`src/rtl/dsp_mac_pipe.sv`:
```
// dsp_mac_pipe: pipelined signed pre-add / multiply / post-add slice with
// optional multiplier register, saturating or wrapping accumulator, per-sample
// valid tracking and a saturating term counter. pcout mirrors p for cascading.
module dsp_mac_pipe #(
  parameter int A_WIDTH   = 18,
  parameter int B_WIDTH   = 18,
  parameter int P_WIDTH   = 48,
  parameter int MREG      = 1,
  parameter int SATURATE  = 1,
  parameter int CNT_WIDTH = 8
) (
  input  logic                 clk,
  input  logic                 rst,
  input  logic                 ce,
  input  logic                 in_valid,
  input  logic [A_WIDTH-1:0]   a,
  input  logic [B_WIDTH-1:0]   b,
  input  logic [B_WIDTH-1:0]   d,
  input  logic [P_WIDTH-1:0]   c,
  input  logic [3:0]           opmode,
  output logic [P_WIDTH-1:0]   p,
  output logic [P_WIDTH-1:0]   pcout,
  output logic                 p_valid,
  output logic                 ovf,
  output logic [CNT_WIDTH-1:0] acc_count
);

  localparam int PRE_W = B_WIDTH + 1;
  localparam int M_W   = A_WIDTH + B_WIDTH + 1;

  // ---------------- S1: input registers ----------------
  logic [A_WIDTH-1:0] a_q, a_d;
  logic [B_WIDTH-1:0] b_q, b_d, d_q, d_d;
  logic [P_WIDTH-1:0] c_q, c_d;
  logic [3:0]         op_q, op_d;
  logic               v1_q, v1_d;

  // S1 next state: capture inputs when enabled, otherwise hold
  always_comb begin
    a_d  = a_q;
    b_d  = b_q;
    d_d  = d_q;
    c_d  = c_q;
    op_d = op_q;
    v1_d = v1_q;
    if (ce) begin
      a_d  = a;
      b_d  = b;
      d_d  = d;
      c_d  = c;
      op_d = opmode;
      v1_d = in_valid;
    end
  end

  // S1 registers
  always_ff @(posedge clk or posedge rst) begin
    if (rst) begin
      a_q  <= '0;
      b_q  <= '0;
      d_q  <= '0;
      c_q  <= '0;
      op_q <= '0;
      v1_q <= 1'b0;
    end else begin
      a_q  <= a_d;
      b_q  <= b_d;
      d_q  <= d_d;
      c_q  <= c_d;
      op_q <= op_d;
      v1_q <= v1_d;
    end
  end

  // ---------------- pre-adder and multiplier ----------------
  logic [PRE_W-1:0] pre, b_x, d_x;
  logic [M_W-1:0]   pre_m, a_m, prod;

  // Operands are sign-extended to the full product width so an unsigned
  // multiply yields the correct two's-complement low bits.
  always_comb begin
    b_x = {b_q[B_WIDTH-1], b_q};
    d_x = {d_q[B_WIDTH-1], d_q};
    if (op_q[0]) pre = op_q[1] ? (d_x - b_x) : (d_x + b_x);
    else         pre = b_x;
    pre_m = {{(M_W-PRE_W){pre[PRE_W-1]}}, pre};
    a_m   = {{(M_W-A_WIDTH){a_q[A_WIDTH-1]}}, a_q};
    prod  = pre_m * a_m;
  end

  // ---------------- optional S2: multiplier register ----------------
  logic [M_W-1:0]     m_prod;
  logic [P_WIDTH-1:0] m_c;
  logic               m_acc, m_psub, m_v;

  if (MREG != 0) begin : g_mreg
    logic [M_W-1:0]     prod_q, prod_d;
    logic [P_WIDTH-1:0] c2_q, c2_d;
    logic [1:0]         op2_q, op2_d;
    logic               v2_q, v2_d;

    // S2 next state: advance only when enabled
    always_comb begin
      prod_d = prod_q;
      c2_d   = c2_q;
      op2_d  = op2_q;
      v2_d   = v2_q;
      if (ce) begin
        prod_d = prod;
        c2_d   = c_q;
        op2_d  = op_q[3:2];
        v2_d   = v1_q;
      end
    end

    // S2 registers
    always_ff @(posedge clk or posedge rst) begin
      if (rst) begin
        prod_q <= '0;
        c2_q   <= '0;
        op2_q  <= '0;
        v2_q   <= 1'b0;
      end else begin
        prod_q <= prod_d;
        c2_q   <= c2_d;
        op2_q  <= op2_d;
        v2_q   <= v2_d;
      end
    end

    assign m_prod = prod_q;
    assign m_c    = c2_q;
    assign m_acc  = op2_q[0];
    assign m_psub = op2_q[1];
    assign m_v    = v2_q;
  end else begin : g_no_mreg
    assign m_prod = prod;
    assign m_c    = c_q;
    assign m_acc  = op_q[2];
    assign m_psub = op_q[3];
    assign m_v    = v1_q;
  end

  // ---------------- S3: post-adder and P register ----------------
  logic [P_WIDTH-1:0]   p_q, p_d, base;
  logic [P_WIDTH:0]     base_x, prod_x, res;
  logic                 ovf_q, ovf_d, res_ovf;
  logic                 pv_q, pv_d;
  logic [CNT_WIDTH-1:0] cnt_q, cnt_d;

  // S3 next state: the accumulate path feeds back p_q directly, so
  // back-to-back accumulating samples each see the previous result.
  always_comb begin
    base    = m_acc ? p_q : m_c;
    base_x  = {base[P_WIDTH-1], base};
    prod_x  = {{(P_WIDTH+1-M_W){m_prod[M_W-1]}}, m_prod};
    res     = m_psub ? (base_x - prod_x) : (base_x + prod_x);
    res_ovf = res[P_WIDTH] ^ res[P_WIDTH-1];
    p_d     = p_q;
    ovf_d   = ovf_q;
    cnt_d   = cnt_q;
    pv_d    = ce & m_v;
    if (ce && m_v) begin
      ovf_d = res_ovf;
      if (res_ovf && (SATURATE != 0))
        p_d = res[P_WIDTH] ? {1'b1, {(P_WIDTH-1){1'b0}}} : {1'b0, {(P_WIDTH-1){1'b1}}};
      else
        p_d = res[P_WIDTH-1:0];
      if (!m_acc)            cnt_d = CNT_WIDTH'(1);
      else if (cnt_q != '1)  cnt_d = cnt_q + CNT_WIDTH'(1);
    end
  end

  // S3 registers
  always_ff @(posedge clk or posedge rst) begin
    if (rst) begin
      p_q   <= '0;
      ovf_q <= 1'b0;
      cnt_q <= '0;
      pv_q  <= 1'b0;
    end else begin
      p_q   <= p_d;
      ovf_q <= ovf_d;
      cnt_q <= cnt_d;
      pv_q  <= pv_d;
    end
  end

  assign p         = p_q;
  assign pcout     = p_q;
  assign p_valid   = pv_q;
  assign ovf       = ovf_q;
  assign acc_count = cnt_q;

endmodule

```
`config.mk`:
```
export PLATFORM = sky130hd
export DESIGN_NAME = dsp_mac_pipe
export DESIGN_NICKNAME = d
export VERILOG_FILES = /design/src/rtl/dsp_mac_pipe.sv
export SDC_FILE = /design/constraint.sdc
export NUM_CORES = 2
export LEC_CHECK = 0
export ABC_CLOCK_PERIOD_IN_PS = 14200
export CAP_MARGIN = 20
export CORE_ASPECT_RATIO = 0.6
export CORE_UTILIZATION = 48
export DETAILED_ROUTE_END_ITERATION = 10
export GPL_ROUTABILITY_DRIVEN = 0
export PLACE_DENSITY = 0.68
export REMOVE_ABC_BUFFERS = 1
export SETUP_SLACK_MARGIN = 0.1
export SLEW_MARGIN = 20
export SYNTH_ARGS = -nofsm -noshare
export SYNTH_HDL_FRONTEND = slang
export SYNTH_SLANG_ARGS = --single-unit
```
`constraint.sdc`:
```
create_clock -name clk -period 14.2 [get_ports clk]
set_clock_uncertainty 0.2 [all_clocks]
set_input_delay 3.55 -clock clk [delete_from_list [all_inputs] [get_ports clk]]
set_output_delay 3.55 -clock clk [all_outputs]
set_load 0.1 [all_outputs]
```
; Yosys cells after proc, flatten, opt, wreduce, memory -nomap -nowiden
; Index checks and enable logic that the tools add are counted.
[totals]
regBits = 253
latch_bits = 0
mem_bits_rw = 0
romBits = 0
word_cells = 34
mem_count = 0
[classes]
add_sub_neg = 5
mul = 1
div = 0
magnitude_cmp = 0
n_eq_ne = 2
shift = 0
n_mux = 8
bitwise = 2
n_reduce_logical = 2
[op_table]
columns = operator, n
row1 = 48-bit two-way mux, 3
row2 = 48-bit by 37-bit adder with 49-bit output, 1
row3 = 49-bit two-way mux, 1
row4 = 48-bit by 37-bit subtractor with 49-bit output, 1
row5 = 19-bit two-way mux, 2
row6 = 19-bit by 18-bit multiplier with 37-bit output, 1
row7 = 18-bit by 18-bit adder with 19-bit output, 1
row8 = 18-bit by 18-bit subtractor with 19-bit output, 1
row9 = 8-bit two-way mux, 2
row10 = 8-bit by 1-bit adder with 8-bit output (second input constant), 1
row11 = 8-bit != test (second input constant), 1
row12 = 2-bit by 1-bit != test with 1-bit output (second input constant), 1
row13 = 2-bit AND reduction, 1
row14 = 1-bit AND, 1
row15 = 1-bit logical AND, 1
row16 = 1-bit bitwise XOR, 1

; Longest topological paths before layout
[depth]
depth_word = 5
depth_mapped = 40
ltp_nobuf = 38

; Worst setup path before layout
; Ideal clock, no wire load.
[synth_path]
path_kind = register to register
from = register b_q[4]
to = register g_mreg.prod_q[33]
setup_ns = 0.125
arrival_time_ns = 9.651
t_required_ns = 13.875
setup_slack_ns = 4.224
path_stages_with_launch = 36
n_path_buf = 2
synth_period_minus_slack_ns = 9.976
path_cell_list = dfrtp_1 -> or3_1 -> or3_1 -> or4b_2 -> nor3_1 -> nor2_1 -> xnor2_1 -> ha_1 -> or3_1 -> o21ai_0 -> a31oi_1 -> a211o_1 -> o311a_1 -> nor4b_1 -> nand3b_1 -> clkbuf_1 -> nand2_1 -> fa_1 -> inv_1 -> fa_1 -> clkbuf_1 -> inv_1 -> fa_1 -> inv_1 -> fa_1 -> fa_1 -> inv_1 -> fa_1 -> inv_1 -> ha_1 -> and3_1 -> a221oi_1 -> o21ai_0 -> a311oi_1 -> xnor2_1 -> mux2_2
[synth_between]
elab_chain_len = 4
[synth_lines]
columns = item, line
row1 = "start, declared", 33  ; logic [B_WIDTH-1:0] b_q, b_d, d_q, d_d;
row2 = "start signal, assigned", 60  ; b_q <= '0;
row3 = "start signal, assigned", 67  ; b_q <= b_d;
row4 = 18-bit by 18-bit adder with 19-bit output or 18-bit by 18-bit subtractor with 19-bit output (tied branches), 84  ; if (op_q[0]) pre = op_q[1] ? (d_x - b_x) : (d_x + b_x);
row5 = 19-bit two-way mux, 84
row6 = 19-bit two-way mux *, 84
row7 = 19-bit by 18-bit multiplier with 37-bit output *, 88  ; prod = pre_m * a_m;
row8 = "end signal, assigned", 124  ; prod_q <= prod_d;
row9 = "end, declared", 97  ; logic [M_W-1:0] prod_q, prod_d;
; Mark *: on every way between the ends. The rest lies on a longest branch, timed or not.
; A chain may end at the register's enable or synchronous reset.

; Worst setup path in the final report
[layout_path]
from = register b_q[3]
to = register g_mreg.prod_q[33]
; Same word-level chain as after synthesis.

==> out/metrics.cfg <==
[floorplan]
die_w_um=318
initial_core_util=0.485
die_h_um=191
dieArea_sq_um=60800
num_rows=69
io-pin-count=216
core_area_sq_um=59100

[routing]
viasPerCell=5.59
first_iter_violations=1694
post-route-drc-count=0
routed_wl_um=73100
post_drt_wl_per_cell_um=18.6
antenna_left=0
drt_pass1_iterations=7
vias=21900

[synthesis]
ys.flop_type=dfrtp_1
synth_seq_area_share=0.221
avgSynthCellArea_sq_um=9.43
ys_ff_latch=253
synth-edff-count=0
synthArstFlopShare=1.00
syn_area_sq_um=28700
synth_top_area_share=0.238
synth_common_cells=452 x inv_1, 341 x fa_1, 311 x nand2_1
yosysMostFrequentCell=inv_1
yosys.cell_types.count=79
synthTopCellsByArea=fa_1 24%, dfrtp_1 22%, mux2_2 9.1%
synth_top_cell_by_area=fa_1
syn_inst=3044
ys_warn_count=0

[run]
max_cap_viol_count=0

[global_routing]
grt_pass1_wl_um=119000
first_global_vias=22400
grt_usage=0.243
grt_max_degree=131
overflow=0
antenna_found_initial=1

[layout]
fin_util=0.543
antenna_cells=0
fill_cells=5250
regArea_sq_um=6330
areaGrowthSynthToFinish_pct=11.9
multi_input_area_sq_um=19800
drive_gt1_frac=0.106
final_nets=3743

[clock_tree]
clockBufferDepth=3
hold_buffers=0
clock-sinks=253
clkTransAtPathRegs_ns=0.07
cts_resized=0
cts_root_buf=clkbuf_16
cts_tree=yes
cts_buffers=28
htree_levels=1
worstSkewPairLatency_ns=0.60
post_cts_buffers=0

[run_status]
status=finished, final reports clean

[timing]
finalHoldViolations=0
tns_ns=0
finalCritPeriodShare=0.810
slew_headroom=0.282
rsz0062_at_grt=false
fmax_mhz=86.9
fin_crit_ns=11.51
worst_pin_slew_ns=1.07
maxSlewViolCount=0
setup_viol=0

[worst_hold_path]
hp-class=flip-flop to flip-flop

[setup_path]
crit_arrival_ns=11.80
cp_slowest_cell=nand3b_1
slowest_delay_ns=0.80
crit_path_end_kind=flip-flop
r2r_setup_slack_ns=2.69
startpoint_type=flip-flop
crit_top_cell=fa_1
critPathRequiredTime_ns=14.49
path_class=flip-flop to flip-flop
crit_fanout=27

[placed_design]
io_buffers=215
dpl.hpwl_um=57400

==> registers in the layout, indices dropped and copies added (netlist names), 2 cells and up <==
register and flops:
a_q 18, acc_count 8, b_q 18, c_q 48, d_q 18, g_mreg.c2_q 48
g_mreg.op2_q 2, g_mreg.prod_q 37, op_q 4, p 48
==> worst paths after layout <==
kind                         start           endpoint  cells past startpoint
setup / recovery            b_q[3]  g_mreg.prod_q[33]                     33
hold / removal             c_q[39]    g_mreg.c2_q[39]                      1
setup reg to reg            b_q[3]  g_mreg.prod_q[33]                     33
hold reg to reg            c_q[39]    g_mreg.c2_q[39]                      1
max in group asynchronous      rst    g_mreg.op2_q[0]                      4
min in group asynchronous      rst             c_q[2]                      2
==> area by class of cell <==
type | count | share of cell area
inverters | 452 | 0.0531
flip-flops and latches | 253 | 0.197
clock buffers | 40 | 0.0254
well taps | 781 | 0.0304
multi-input cells | 2154 | 0.617
clock inverters | 10 | 0.00421
repair buffers | 237 | 0.0724
==> critical path, delay by kind of cell, from the launching register on <==
| family | cells | cell delay, ns |
|---|---|---|
| multiplexers | 1 | 0.27 |
| AO/OA/AOI/OAI | 7 | 1.90 |
| AND/OR/NAND/NOR | 10 | 3.89 |
| flip-flops | 1 | 0.43 |
| XOR/XNOR | 2 | 0.27 |
| buffers and inverters | 5 | 0.51 |
| adder cells (fa/ha/maj) | 8 | 3.93 |
==> placed cells by master (no fill, tap or decap), types with 20 or more instances in the layout <==
cell type / synthesis / final
a21o_1: 33 / 33
nor2b_1: 28 / 28
buf_4: 50 / 21
a31oi_1: 25 / 25
fa_1: 341 / 341
o211ai_1: 20 / 20
a21oi_1: 145 / 141
mux2_2: 232 / 232
xor2_1: 38 / 37
xnor2_1: 113 / 113
ha_1: 166 / 166
o21ai_0: 103 / 103
nor3_1: 20 / 20
clkdlybuf4s50_1: 0 / 214
o21ai_1: 38 / 38
dfrtp_1: 253 / 252
and2_1: 147 / 147
clkbuf_16: 0 / 29
nand3_1: 29 / 29
a211oi_1: 20 / 20
nand2_1: 311 / 310
inv_1: 452 / 451
nor2_1: 119 / 119
==> logic make-up (layout without fill, tap and decap cells) <==
group	Yosys count	after routing	share of synthesized area
xor+xnor	152	152	0.0466
buf+inv	637	739	0.0909
simple gates	756	756	0.127
flops	253	253	0.221
compound gates	488	488	0.106
fa+ha+maj	511	511	0.312
mux	247	247	0.0967
==> per-layer routing <==
| metal | wire length, um | GRT usage | vias up |
|---|---|---|---|
| li1 | - | - | 10000 |
| met1 | 35000 | 0.367 | 11100 |
| met2 | 31800 | 0.368 | 728 |
| met3 | 5330 | 0.0412 | 94 |
| met4 | 1010 | 0.0435 | 2 |
| met5 | 13 | 0 | - |
==> per-stage QoR <==
stage / instances / worst slack [ns] / cell area (sq um) / hold slack [ns]
detailed placement: 3877 / 2.81 / 31200 / 0.288
finish: 3927 / 2.69 / 32100 / 0.299
global placement: 3876 / 3.29 / 31100 / 0.287
global route: 3927 / 2.01 / 32100 / 0.312
floorplan: 2859 / 3.49 / 27800 / 0.275
CTS: 3927 / 2.77 / 32100 / 0.303
Power is left out: the tool's default activity adds up to more than one toggle a clock period on the data nets, which glitch-free logic cannot reach.
